### config.mk
export PLATFORM = sky130hd
export DESIGN_NAME = cache_mem_arbiter
export DESIGN_NICKNAME = d
export VERILOG_FILES = /design/src/rtl/cache_mem_arbiter.sv
export SDC_FILE = /design/constraint.sdc
export NUM_CORES = 1
export LEC_CHECK = 0
export CELL_PAD_IN_SITES_DETAIL_PLACEMENT = 1
export CELL_PAD_IN_SITES_GLOBAL_PLACEMENT = 2
export CORE_MARGIN = 2
export CORE_UTILIZATION = 15
export DETAILED_ROUTE_END_ITERATION = 10
export HOLD_SLACK_MARGIN = 0.1
export PLACE_DENSITY_LB_ADDON = 0.1
export SETUP_SLACK_MARGIN = 0.2
export SYNTH_ARGS = -nofsm -noshare
export SYNTH_HDL_FRONTEND = slang
export SYNTH_SLANG_ARGS = --single-unit
### constraint.sdc
create_clock -name clk -period 1.9 [get_ports clk]
set_input_delay 0.285 -clock clk [delete_from_list [all_inputs] [get_ports clk]]
set_output_delay 0.285 -clock clk [all_outputs]
set_load 0.01 [all_outputs]
### src/rtl/cache_mem_arbiter.sv
// Two-port line-fill arbiter between the L1 I/D caches and the single memory bus.
// Round-robin by default; define CACHE_ARB_DPRIO_EN to give port 1 (D-cache) fixed priority.
module cache_mem_arbiter #(
    parameter int ADDRW = 64,
    parameter int TAGW  = 13,
    parameter int DATAW = 64,
    parameter int BEATS = 8
) (
    input  logic             clk,
    input  logic             reset,
    input  logic             c0_reqcyc,
    input  logic [ADDRW-1:0] c0_req,
    input  logic [TAGW-1:0]  c0_reqtag,
    output logic             c0_reqack,
    output logic             c0_respcyc,
    output logic [DATAW-1:0] c0_resp,
    output logic [TAGW-1:0]  c0_resptag,
    input  logic             c0_respack,
    input  logic             c1_reqcyc,
    input  logic [ADDRW-1:0] c1_req,
    input  logic [TAGW-1:0]  c1_reqtag,
    output logic             c1_reqack,
    output logic             c1_respcyc,
    output logic [DATAW-1:0] c1_resp,
    output logic [TAGW-1:0]  c1_resptag,
    input  logic             c1_respack,
    output logic             bus_reqcyc,
    output logic [ADDRW-1:0] bus_req,
    output logic [TAGW-1:0]  bus_reqtag,
    input  logic             bus_reqack,
    input  logic             bus_respcyc,
    input  logic [DATAW-1:0] bus_resp,
    input  logic [TAGW-1:0]  bus_resptag,
    output logic             bus_respack
);

    localparam int CNTW = $clog2(BEATS) + 1;

    typedef enum logic [1:0] {
        IDLE  = 2'd0,
        ISSUE = 2'd1,
        RESP  = 2'd2,
        DRAIN = 2'd3
    } stateT;

    stateT           stateR;
    stateT           stateNext;
    logic [CNTW-1:0] beatCntR;
    logic            gntR;
    logic            ptrR;
    logic            anyReq;
    logic            pickSel;
    logic            steerOn;
    logic            beatTake;
    logic            lastBeat;
    logic            grantRespack;
    logic            drainDone;

    // Arbitration pick and burst-progress qualifiers
    always_comb begin
        anyReq = c0_reqcyc | c1_reqcyc;
        if (c0_reqcyc && c1_reqcyc) begin
`ifdef CACHE_ARB_DPRIO_EN
            pickSel = 1'b1;
`else
            pickSel = ptrR;
`endif
        end else if (c1_reqcyc) begin
            pickSel = 1'b1;
        end else begin
            pickSel = 1'b0;
        end
        // A beat arriving together with the request accept already belongs to this burst
        steerOn      = (stateR == RESP) || (stateR == DRAIN) || ((stateR == ISSUE) && bus_reqack);
        beatTake     = steerOn && bus_respcyc && (stateR != DRAIN);
        lastBeat     = beatTake && (beatCntR == CNTW'(BEATS - 1));
        grantRespack = gntR ? c1_respack : c0_respack;
        drainDone    = !bus_respcyc && !grantRespack;
    end

    // State register
    always_ff @(posedge clk) begin
        if (reset) begin
            stateR <= IDLE;
        end else begin
            stateR <= stateNext;
        end
    end

    // Next-state logic
    always_comb begin
        stateNext = stateR;
        case (stateR)
            IDLE:    stateNext = anyReq ? ISSUE : IDLE;
            ISSUE: begin
                if (bus_reqack) begin
                    stateNext = lastBeat ? DRAIN : RESP;
                end else begin
                    stateNext = ISSUE;
                end
            end
            RESP:    stateNext = lastBeat ? DRAIN : RESP;
            DRAIN:   stateNext = drainDone ? IDLE : DRAIN;
            default: stateNext = IDLE;
        endcase
    end

    // Grant, request latch, accept pulse, beat counter and priority pointer
    always_ff @(posedge clk) begin
        if (reset) begin
            gntR       <= 1'b0;
            ptrR       <= 1'b0;
            beatCntR   <= '0;
            c0_reqack  <= 1'b0;
            c1_reqack  <= 1'b0;
            bus_reqcyc <= 1'b0;
            bus_req    <= '0;
            bus_reqtag <= '0;
        end else begin
            c0_reqack <= 1'b0;
            c1_reqack <= 1'b0;
            if (beatTake) begin
                beatCntR <= beatCntR + CNTW'(1);
            end
            case (stateR)
                IDLE: begin
                    if (anyReq) begin
                        gntR       <= pickSel;
                        bus_reqcyc <= 1'b1;
                        bus_req    <= pickSel ? c1_req : c0_req;
                        bus_reqtag <= pickSel ? c1_reqtag : c0_reqtag;
                        c0_reqack  <= !pickSel;
                        c1_reqack  <= pickSel;
                    end
                end
                ISSUE: begin
                    if (bus_reqack) begin
                        bus_reqcyc <= 1'b0;
                    end
                end
                DRAIN: begin
                    if (drainDone) begin
                        beatCntR <= '0;
                        ptrR     <= ~ptrR;
                    end
                end
                default: begin
                end
            endcase
        end
    end

    // Response steering towards the granted cache only
    always_comb begin
        c0_respcyc  = 1'b0;
        c0_resp     = '0;
        c0_resptag  = '0;
        c1_respcyc  = 1'b0;
        c1_resp     = '0;
        c1_resptag  = '0;
        bus_respack = 1'b0;
        if (steerOn) begin
            if (gntR) begin
                c1_respcyc = bus_respcyc;
                c1_resp    = bus_resp;
                c1_resptag = bus_resptag;
            end else begin
                c0_respcyc = bus_respcyc;
                c0_resp    = bus_resp;
                c0_resptag = bus_resptag;
            end
            bus_respack = grantRespack;
        end else begin
            bus_respack = 1'b0;
        end
    end

endmodule

# --- After elaboration in Yosys (flattened, before gate mapping) ---
# Cells that the tools add are included.
word_totals:
  register_bits: 88
  in_bits: 239
  out_inout_bits: 237
  elab_cells: 67
classes:
  n_addsub: 1
  n_eq_ne: 7
  muxes: 29
  bitwise: 4
  n_reduce_logical: 17
op_table:
  columns: ["cell", "count"]
  rows:
  - ["two-way mux 64 bit", 5]
  - ["two-way mux 13 bit", 5]
  - ["two-way mux 1 bit", 12]
  - ["two-way mux 4 bit", 3]
  - ["case mux 2 bit (4 select lines)", 1]
  - ["logical AND 1 bit", 6]
  - ["inequality test 2 bit, second input constant", 3]
  - ["adder 4 x 1 -> 4 bit, second input constant", 1]
  - ["== test 2 bit, second input constant", 2]
  - ["== test 4 x 3 -> 1 bit, second input constant", 1]
  - ["two-way mux 2 bit", 2]
  - ["AND reduction 2 bit", 2]
  - ["logical NOT 1 bit", 3]
  - ["inverter 1 bit", 3]
  - ["AND reduction 3 bit", 1]
  - ["OR reduction 3 bit", 1]
  - ["== test 2 x 1 -> 1 bit, second input constant", 1]
  - ["logical NOT 2 bit", 1]
  - ["logical OR 1 bit", 2]
  - ["case mux 1 bit (2 select lines)", 1]
  - ["nonzero test 2 bit", 1]
  - ["bitwise OR 1 bit", 1]

# --- Logic depth before layout (Yosys ltp) ---
# Gate-level depths: netlist (run 1).
depth:
  word_depth: 9
  mapped_depth: 7
  mapped_depth_nobuf: 4

# --- Worst setup path before layout (run 1) ---
# Ideal clock, no wire load.
synth_timing:
  path_type: "register to output"
  startpoint: "reg stateR[0]"
  endpoint: "out c0_resp[33]"
  t_arrival_ns: 1.263
  required_ns: 1.615
  path_slack_ns: 0.352
  stages_incl_launch_ff: 7
  n_path_buf: 3
  cell_sequence: "dfxtp_1 buf_6 a21oi_2 nor2_2 clkbuf_1 clkbuf_1 and2_1"
synth_via:
  elab_chain_cells: 4
  elab_cells_between_ends: 7
  cone_classes: "3 x eq/ne; 1 x mux; 3 x reduce/logical"
synth_lines:
  columns: ["element", "line", "rtl"]
  rows:
  - ["start: declaration", "46", "stateT stateR;"]
  - ["start signal: assignment", "86", "stateR <= stateNext;"]
  - ["== test 2 bit / == test 2 x 1 -> 1 bit (equally long branches)", "74", "steerOn = (stateR == RESP) || (stateR == DRAIN) || ((stateR == ISSUE) && bus_reqack);"]
  - ["logical OR 1 bit / logical AND 1 bit (equally long branches)", "74", null]
  - ["logical OR 1 bit (*)", "74", null]
  - ["two-way mux 64 bit (*)", "162", "if (steerOn) begin"]
  - ["end: declaration", "16", "output logic [DATAW-1:0] c0_resp,"]
# Every way passes the cells marked *; elsewhere a longest branch is shown, timed or not.

# --- Worst setup path in the final report (run 1) ---
layout_timing:
  startpoint: "reg stateR[0]"
  endpoint: "out c1_resp[33]"
layout_via:
  elab_chain_cells: 4
  elab_cells_between_ends: 7
  cone_classes: "3 x eq/ne; 1 x mux; 3 x reduce/logical"
layout_lines:
  columns: ["element", "line", "rtl"]
  rows:
  - ["== test 2 bit / == test 2 x 1 -> 1 bit (equally long branches)", "74", null]
  - ["logical OR 1 bit / logical AND 1 bit (equally long branches)", "74", null]
  - ["logical OR 1 bit (*)", "74", null]
  - ["two-way mux 64 bit (*)", "162", null]
  - ["end: declaration", "24", "output logic [DATAW-1:0] c1_resp,"]
# Marked as above.

==> results of run 1 <==
-- flip-flops by register name, summed over array words and instances, names as in the netlist --
register,count
beatCntR,4
c0_reqack,1
stateR,2
bus_req,64
gntR,1
bus_reqtag,13
c1_reqack,1
ptrR,1
bus_reqcyc,1
-- cells in the mapped netlist, drive strengths merged (4+ instances only) --
library cell  instances
nor3                  4
dfxtp                88
inv                   4
nand2                 4
and2                156
nand3b               79
buf                  29
clkbuf               60
a21oi                83
a311oi               78
o21ai                81
nor2                  6
-- per-stage QoR --
| step | hold slack (ns) | setup TNS [ns] | instance area (sq um) |
|---|---|---|---|
| 2_1_floorplan | 0.448 | 0 | 5500 |
| 3_3_place_gp | 0.456 | -60.52 | 10900 |
| 3_5_place_dp | 0.466 | -62.78 | 10900 |
| 4_1_cts | 0.182 | -1.65 | 11500 |
| 5_1_grt | 0.190 | -3.00 | 12100 |
| 6_report | 0.195 | -0.475 | 12100 |
-- power groups by stage --
stage	logic (mW)	registers [mW]	clock network [mW]
floorplan	0.957	2.32	0
global placement	2.80	2.23	0
detailed placement	2.79	2.23	0
CTS	2.95	2.20	2.35
global route	3.32	2.23	2.40
finish	3.09	2.20	2.24
-- layer usage --
metal / vias to the layer above / part of all wire [%] / global-route usage (%)
met5: - / 0 / 0
met4: 0 / 1.7 / 4.41
met3: 25 / 7.7 / 5.53
met2: 266 / 51 / 32.8
met1: 3512 / 39 / 20.7
li1: 3450 / - / -
-- critical path, stage by stage (launching register included) --
cell and delay [ns]:
dfxtp_2 0.34, a21oi_4 0.21, nor2b_4 0.08, buf_6 0.12, buf_12 0.13, clkbuf_16 0.16
and2_4 0.15, buf_6 0.12
-- worst max-delay path by stage --
stage | from | to | slack [ns] | depth (start not counted)
floorplan | stateR[0] | c0_resp[33] | 0.35 | 6
global placement | bus_reqack | c0_resp[8] | -0.52 | 6
detailed placement | bus_reqack | c0_resp[8] | -0.51 | 6
CTS | stateR[0] | c1_resp[42] | -0.07 | 7
global route | stateR[0] | c1_resp[37] | -0.09 | 7
finish | stateR[0] | c1_resp[33] | -0.04 | 7
-- final cells by class --
cell class | instances | share of cell area (%)
inverter | 4 | 0.124
clock inverter | 6 | 1.10
timing repair buffer | 538 | 47.0
clock buffer | 9 | 1.87
tap | 468 | 4.85
antenna | 2 | 0.0415
multi-input combinational | 514 | 30.4
sequential | 88 | 14.6
-- kinds of logic after synthesis --
kind of cell             share of synthesized area [%]
AND/OR/NAND/NOR                                   31.4
AO/OA/AOI/OAI                                     28.7
buffers and inverters                             7.45
flip-flops                                        32.1
multiplexers                                     0.205
adder cells (fa/ha/maj)                          0.228
-- repair_timing --
item / 4_1_cts / 5_1_grt
pin swaps: 27 / 27
setup buffers: 11 / 2
cloned: 6 / 7
hold buffers: 0 / 0
gates resized for setup: 834 / 108
endpoints found under the setup margin: 157 / 157
==> flow_metrics.env, run 1 <==
export IMPL_status="finished, violations left"
export IMPL_violations="negative setup slack"
export IMPL_cts_made_buffers=9
export IMPL_ys_seq_area_share_pct=32.1
export IMPL_nFillCells=4177
export IMPL_avgRoutedWirePerCell_um=22.6
export IMPL_ys_types=39
export IMPL_port_buffers=475
export IMPL_p_seq_share_pct=29.2
export IMPL_synth_top_area_cell="dfxtp_1"
export IMPL_startpoint_type="register"
export IMPL_dp_hpwl_mm=26.0
export IMPL_min_to="bus_reqcyc"
export IMPL_ys_warn_count=0
export IMPL_drtIter0Drc=231
export IMPL_rr_worst_depth=5
export IMPL_fin_ws_ns=-0.0410
export IMPL_synth_top_cells_by_area="dfxtp_1, and2_1, a311oi_1"
export IMPL_cts_tree="done"
export IMPL_syn_avg_cell_area_sq_um=7.91
export IMPL_die_w_um=195
export IMPL_synth_flop_cell="dfxtp_1"
export IMPL_final_common_cell="clkdlybuf4s50_1"
export IMPL_dieHeight_um=195
export IMPL_regArea_sq_mm=0.00177
export IMPL_power_density_mw_per_mm2=624
export IMPL_synthCells=695
export IMPL_grt_max_degree=60
export IMPL_final_cell_mix="clkdlybuf4s50_1, buf_6, and2_4"
export IMPL_ys_seq_elements=88
export IMPL_async_reset_ff_share_pct=0
export IMPL_insertion_delay_ns=0.35
export IMPL_p_int_mw=5.24
export IMPL_clock_sinks=88
export IMPL_place_ws_ns=-0.508
export IMPL_p_comb_share_pct=41.1
export IMPL_final_nets=1395
export IMPL_grtUsageTotal_pct=18.1
export IMPL_num_io_pins=476
export IMPL_clockPowerShare_pct=29.8
export IMPL_critPathCaptureType="primary output"
export IMPL_r2r_start="stateR[1]"
export IMPL_drtAntennaViolNets=0
export IMPL_crit_required_ns=1.62
export IMPL_grt_pass1_vias=7312
export IMPL_netlist_area_sq_mm=0.00550
export IMPL_fin_cells=1629
export IMPL_route_detailed_drc=0
export IMPL_ir_worst_vdd_v=0.000323
export IMPL_cts_max_path_buffers=2
export IMPL_dr_pass1_iters=4
export IMPL_p_sw_mw=2.29
export IMPL_via_per_inst=4.45
export IMPL_vias=7253
export IMPL_area_growth_pct=120
export IMPL_slew_headroom_pct=60.8
export IMPL_overflow=0
export IMPL_holdPathStages=2
export IMPL_gp_congestion=0.865
export IMPL_max_freq_mhz=515
export IMPL_clkTransAtPathRegs_ns=0.07
export IMPL_synth_edf_count=0
export IMPL_ff2ff_setup_slack_ns=0.42
export IMPL_multi_input_area_sq_mm=0.00367
export IMPL_cp_arrival_ns=1.66
export IMPL_core_area_sq_mm=0.0363
export IMPL_finalSetupViolCount=26
export IMPL_core_rowCount=70
export IMPL_finalPower_mw=7.53
export IMPL_fin_crit_sh_pct=102
export IMPL_syn_nets=935
export IMPL_hold_start="reset"
export IMPL_min_delay_path_class="in -> reg"
export IMPL_final_util_pct=33.2
export IMPL_die_area_sq_mm=0.0382
export IMPL_rsz0062_at_grt="yes"
export IMPL_grt_pass1_wl_mm=52.1
export IMPL_dp_cells=1586
export IMPL_worst_slew_pin_slew_ns=0.588
export IMPL_maxCapViolations=0
export IMPL_routed_wl_mm=36.8
export IMPL_htree_levels=3
export IMPL_swShare_pct=30.4
export IMPL_leakagePower_nw=4.67
export IMPL_fin_skew_ns=0.00776
export IMPL_worst_r2r_endpoint="bus_req[35]"
export IMPL_synth_top_area_share_pct=32.1
export IMPL_post_route_min_period_ns=1.94
export IMPL_critPathKind="reg -> out"
export IMPL_slew_violations=0
export IMPL_antenna_found_initial=2
export IMPL_drive_above_1_share_pct=32.1
export IMPL_hold_viol_final=0
export IMPL_cts_root_buf="clkbuf_16"
export IMPL_start_util_pct=15.1
export IMPL_worst_path_max_fanout=5
Power figures use the tool's default switching activity.
==> run 2, diff against run 1 <==
- HOLD_SLACK_MARGIN: 0.1 -> unset
- PLACE_DENSITY_LB_ADDON: 0.1 -> 0.12
==> flow_metrics.env, run 2 (synthesis gave the netlist of run 1 again) <==
export IMPL_fin_skew_ns=0.00891
export IMPL_top_register="bus_req"
export IMPL_num_io_pins=476
export IMPL_startpoint_type="register"
export IMPL_r2r_start="stateR[1]"
export IMPL_hold_start="reset"
export IMPL_drtIter0Drc=222
export IMPL_cts_made_buffers=9
export IMPL_final_nets=1404
export IMPL_maxCapViolations=0
export IMPL_min_delay_path_class="in -> reg"
export IMPL_ff2ff_setup_slack_ns=0.38
export IMPL_crit_end="c1_resp[20]"
export IMPL_status="finished, violations left"
export IMPL_vias=7244
export IMPL_routed_wl_mm=37.0
export IMPL_cts_root_buf="clkbuf_16"
export IMPL_grtUsageTotal_pct=18.3
export IMPL_core_area_sq_mm=0.0363
export IMPL_final_util_pct=32.8
export IMPL_clkTransAtPathRegs_ns=0.07
export IMPL_worst_path_max_fanout=6
export IMPL_grt_pass1_vias=7479
export IMPL_slowest_delay_ns=0.35
export IMPL_cts_tree="done"
export IMPL_dr_pass1_iters=4
export IMPL_violations="negative setup slack"
export IMPL_critical_path_depth=8
export IMPL_die_area_sq_mm=0.0382
export IMPL_htree_levels=3
export IMPL_cp_num_buf_inv=5
export IMPL_p_int_mw=4.92
export IMPL_rsz0062_at_grt="yes"
export IMPL_power_density_mw_per_mm2=606
export IMPL_via_per_inst=4.42
export IMPL_avgRoutedWirePerCell_um=22.5
export IMPL_dieHeight_um=195
export IMPL_overflow=0
export IMPL_leakagePower_nw=4.69
export IMPL_antenna_found_initial=6
export IMPL_die_w_um=195
export IMPL_grt_pass1_wl_mm=52.2
export IMPL_crit_start="stateR[1]"
export IMPL_p_seq_share_pct=30.4
export IMPL_fin_crit_sh_pct=107
export IMPL_route_detailed_drc=0
export IMPL_largestRegisters="bus_req x64, bus_reqtag x13, beatCntR x4"
export IMPL_crit_family="buffers and inverters"
export IMPL_ctsHoldBuffers=0
export IMPL_worst_r2r_endpoint="bus_req[48]"
export IMPL_drtAntennaViolNets=0
export IMPL_p_comb_share_pct=45.8
export IMPL_max_freq_mhz=492
export IMPL_cp_arrival_ns=1.75
export IMPL_finalPower_mw=7.23
export IMPL_clock_sinks=88
export IMPL_insertion_delay_ns=0.35
export IMPL_core_rowCount=70
export IMPL_area_growth_pct=117
export IMPL_start_util_pct=15.1
export IMPL_dp_hpwl_mm=26.4
export IMPL_largest_register_ffs=64
export IMPL_critPathCaptureType="primary output"
export IMPL_fin_ws_ns=-0.132
export IMPL_post_route_min_period_ns=2.03
export IMPL_swShare_pct=32.0
export IMPL_grt_max_degree=67
export IMPL_clockPowerShare_pct=23.8
export IMPL_critPathKind="reg -> out"
export IMPL_crit_required_ns=1.62
export IMPL_ir_worst_vdd_v=0.000315
export IMPL_slew_violations=0
export IMPL_slowest_stage="dfxtp_4"
export IMPL_port_buffers=475
export IMPL_p_sw_mw=2.31
export IMPL_slew_headroom_pct=64.7
export IMPL_hold_viol_final=0
export IMPL_drive_above_1_share_pct=28.2
export IMPL_final_common_cell="clkdlybuf4s50_1"
export IMPL_gp_congestion=0.848
export IMPL_finalSetupViolCount=106
export IMPL_path_cells="a21oi_4 > buf_4 > nor2b_4 > buf_6 > buf_12 > clkbuf_16 > and2_1 > buf_2"
export IMPL_final_cell_mix="clkdlybuf4s50_1, buf_6, dfxtp_1"
export IMPL_rr_worst_depth=5
export IMPL_cts_max_path_buffers=2
export IMPL_worst_slew_pin_slew_ns=0.530
run 2: per-stage QoR:
stage          worst slack [ns]  instances  TNS (ns)  hold WS (ns)  area (sq um)
2_1_floorplan             0.352        695         0         0.448          5500
3_3_place_gp             -0.551       1583    -62.00         0.473         10900
3_5_place_dp             -0.610       1583    -72.63         0.473         10900
4_1_cts                  -0.257       1621    -13.74         0.134         11200
5_1_grt                  -0.195       1640    -15.35         0.161         11900
6_report                 -0.132       1640     -6.92         0.156         11900
run 2: how the worst min path moves through the flow:
stage                              to  slack (ns)  cells after the start
after floorplan           beatCntR[3]        0.45                      2
after global placement    beatCntR[3]        0.47                      2
after detailed placement  beatCntR[3]        0.47                      2
after CTS                  bus_reqcyc        0.13                      2
after global routing       bus_reqcyc        0.16                      2
final                      bus_reqcyc        0.16                      2
run 2: final cells by class:
cell class	count	area [sq um]
clock inverters	3	17.5
clock buffers	13	250
repair buffers	547	5720
diodes	3	7.51
well taps	468	586
flip-flops and latches	88	1770
multi-input cells	514	3560
fillers	4189	24400
inverters	4	15.0
run 2: timing repair:
item / CTS / global route
gates resized for setup: 563 / 253
pin swaps: 11 / 23
endpoints found under the setup margin: 157 / 157
buffers inserted: 11 / 9
gates cloned: 11 / 7
run 2: power groups by stage:
stage / combinational [mW] / sequential, mW / clock, mW
3_5_place_dp: 2.81 / 2.23 / 0
6_report: 3.31 / 2.19 / 1.72
4_1_cts: 3.01 / 2.20 / 1.84
5_1_grt: 3.54 / 2.22 / 1.87
2_1_floorplan: 0.957 / 2.32 / 0
3_3_place_gp: 2.81 / 2.23 / 0
run 2: metal layers:
metal | GRT usage, % | share of wire [%] | up-vias
met2 | 33.5 | 52 | 278
li1 | - | - | 3484
met4 | 6.02 | 2.8 | 4
met1 | 19.7 | 37 | 3438
met5 | 0 | 0.068 | -
met3 | 6.23 | 8.1 | 40
run 2: worst register-to-register path: cells and delay by family, from the launching register on:
kind | cells | cell delay (ns)
AOI/OAI and AO/OA | 2 | 0.45
buffers and inverters | 2 | 0.44
DFF | 1 | 0.35
and+or+nand+nor | 1 | 0.18
==> run 3, diff against run 2 <==
- MAX_ROUTING_LAYER: unset -> met4
==> flow_metrics.env, run 3 (synthesis gave the netlist of run 1 again) <==
export IMPL_status="finished, violations left"
export IMPL_violations="negative setup slack"
export IMPL_crit_end="c1_resp[20]"
export IMPL_p_comb_share_pct=45.8
export IMPL_core_area_sq_mm=0.0363
export IMPL_hold_viol_final=0
export IMPL_grt_max_degree=67
export IMPL_post_route_min_period_ns=2.03
export IMPL_slew_violations=0
export IMPL_cts_made_buffers=9
export IMPL_p_seq_share_pct=30.4
export IMPL_drtAntennaViolNets=0
export IMPL_postPlaceCellArea_sq_mm=0.0109
export IMPL_multi_input_area_sq_mm=0.00356
export IMPL_clockPowerShare_pct=23.8
export IMPL_p_int_mw=4.92
export IMPL_slew_headroom_pct=64.8
export IMPL_slowest_delay_ns=0.36
export IMPL_fin_crit_sh_pct=107
export IMPL_cp_arrival_ns=1.75
export IMPL_clock_sinks=88
export IMPL_cts_root_buf="clkbuf_16"
export IMPL_power_density_mw_per_mm2=605
export IMPL_drive_above_1_share_pct=28.2
export IMPL_via_per_inst=4.40
export IMPL_regArea_sq_mm=0.00177
export IMPL_start_util_pct=15.1
export IMPL_die_area_sq_mm=0.0382
export IMPL_largest_register_ffs=64
export IMPL_max_freq_mhz=492
export IMPL_slowest_stage="dfxtp_4"
export IMPL_swShare_pct=32.0
export IMPL_startpoint_type="register"
export IMPL_rsz0062_at_grt="yes"
export IMPL_die_w_um=195
export IMPL_fin_skew_ns=0.0102
export IMPL_insertion_delay_ns=0.35
export IMPL_grtUsageTotal_pct=18.8
export IMPL_drtIter0Drc=242
export IMPL_critPathKind="reg -> out"
export IMPL_nFillCells=4191
export IMPL_final_cell_mix="clkdlybuf4s50_1, buf_6, dfxtp_1"
export IMPL_crit_family="buffers and inverters"
export IMPL_gp_congestion=0.862
export IMPL_core_rowCount=70
export IMPL_vias=7228
export IMPL_worst_path_max_fanout=6
export IMPL_p_sw_mw=2.31
export IMPL_route_detailed_drc=0
export IMPL_crit_required_ns=1.62
export IMPL_cts_max_path_buffers=2
export IMPL_worst_slew_pin_slew_ns=0.528
export IMPL_r2r_start="stateR[1]"
export IMPL_min_delay_path_class="in -> reg"
export IMPL_ff2ff_setup_slack_ns=0.36
export IMPL_final_common_cell="clkdlybuf4s50_1"
export IMPL_antenna_found_initial=6
export IMPL_clkTransAtPathRegs_ns=0.07
export IMPL_fin_ws_ns=-0.133
export IMPL_port_buffers=475
export IMPL_path_cells="a21oi_4 > buf_4 > nor2b_4 > buf_6 > buf_12 > clkbuf_16 > and2_1 > buf_2"
export IMPL_rr_worst_depth=5
export IMPL_htree_levels=3
export IMPL_leakagePower_nw=4.69
export IMPL_largestRegisters="bus_req x64, bus_reqtag x13, beatCntR x4"
export IMPL_finalPower_mw=7.23
export IMPL_dp_hpwl_mm=26.4
export IMPL_maxCapViolations=0
export IMPL_final_area_sq_mm=0.0119
export IMPL_cp_num_buf_inv=5
export IMPL_ir_worst_vdd_v=0.000314
export IMPL_crit_start="stateR[1]"
export IMPL_grt_pass1_vias=7530
export IMPL_num_io_pins=476
export IMPL_avgRoutedWirePerCell_um=22.5
export IMPL_final_nets=1404
export IMPL_critPathCaptureType="primary output"
export IMPL_area_growth_pct=117
export IMPL_grt_pass1_wl_mm=51.9
export IMPL_finalSetupViolCount=114
export IMPL_worst_r2r_endpoint="bus_req[48]"
export IMPL_top_register="bus_req"
export IMPL_critical_path_depth=8
export IMPL_dr_pass1_iters=4
export IMPL_cts_tree="done"
export IMPL_dieHeight_um=195
export IMPL_overflow=0
export IMPL_routed_wl_mm=37.0
-- run 3: layer usage --
metal | wire [um] | share of wire, % | global-route usage (%)
met5 | 0 | 0 | -
met3 | 2850 | 7.7 | 5.79
met4 | 1080 | 2.9 | 6.11
met2 | 19100 | 52 | 33.5
met1 | 14000 | 38 | 19.9
-- run 3: worst min path at each step --
stage	from	end	slack, ns	cells after the start
after CTS	reset	bus_reqcyc	0.13	2
after floorplan	beatCntR[3]	beatCntR[3]	0.45	2
after global routing	reset	bus_reqcyc	0.16	2
after detailed placement	beatCntR[3]	beatCntR[3]	0.47	2
after global placement	beatCntR[3]	beatCntR[3]	0.47	2
final	reset	bus_reqcyc	0.16	2
-- run 3: power by group through the flow --
| stage | sequential (mW) | clock, mW | combinational [mW] |
|---|---|---|---|
| finish | 2.19 | 1.72 | 3.31 |
| global route | 2.22 | 1.87 | 3.54 |
| CTS | 2.20 | 1.84 | 3.01 |
| detailed placement | 2.23 | 0 | 2.81 |
| global placement | 2.23 | 0 | 2.81 |
| floorplan | 2.32 | 0 | 0.957 |
-- run 3: per-stage QoR --
step           std cells  util (%)  TNS [ns]  hold WS, ns  setup WS, ns
2_1_floorplan        695         -         0        0.448         0.352
3_3_place_gp        1583      29.9    -62.00        0.473        -0.551
3_5_place_dp        1583      29.9    -72.63        0.473        -0.610
4_1_cts             1621      30.8    -13.74        0.134        -0.257
5_1_grt             1643      32.8    -15.35        0.161        -0.195
6_report            1643      32.8     -7.44        0.155        -0.133
-- run 3: what timing repair did --
action / in CTS / in global routing
gates cloned: 11 / 7
resized for setup: 563 / 253
hold buffers: 0 / 0
pin swaps: 11 / 23
setup buffers: 11 / 9
setup endpoints to repair: 157 / 157
hold endpoints to repair: 0 / 0
-- run 3: area by class of cell --
type	instances	share of cell area, %
tap	468	4.91
sequential	88	14.8
clock inverter	3	0.147
timing repair buffer	547	48.0
clock buffer	13	2.10
antenna	6	0.126
inverter	4	0.126
multi-input combinational	514	29.8
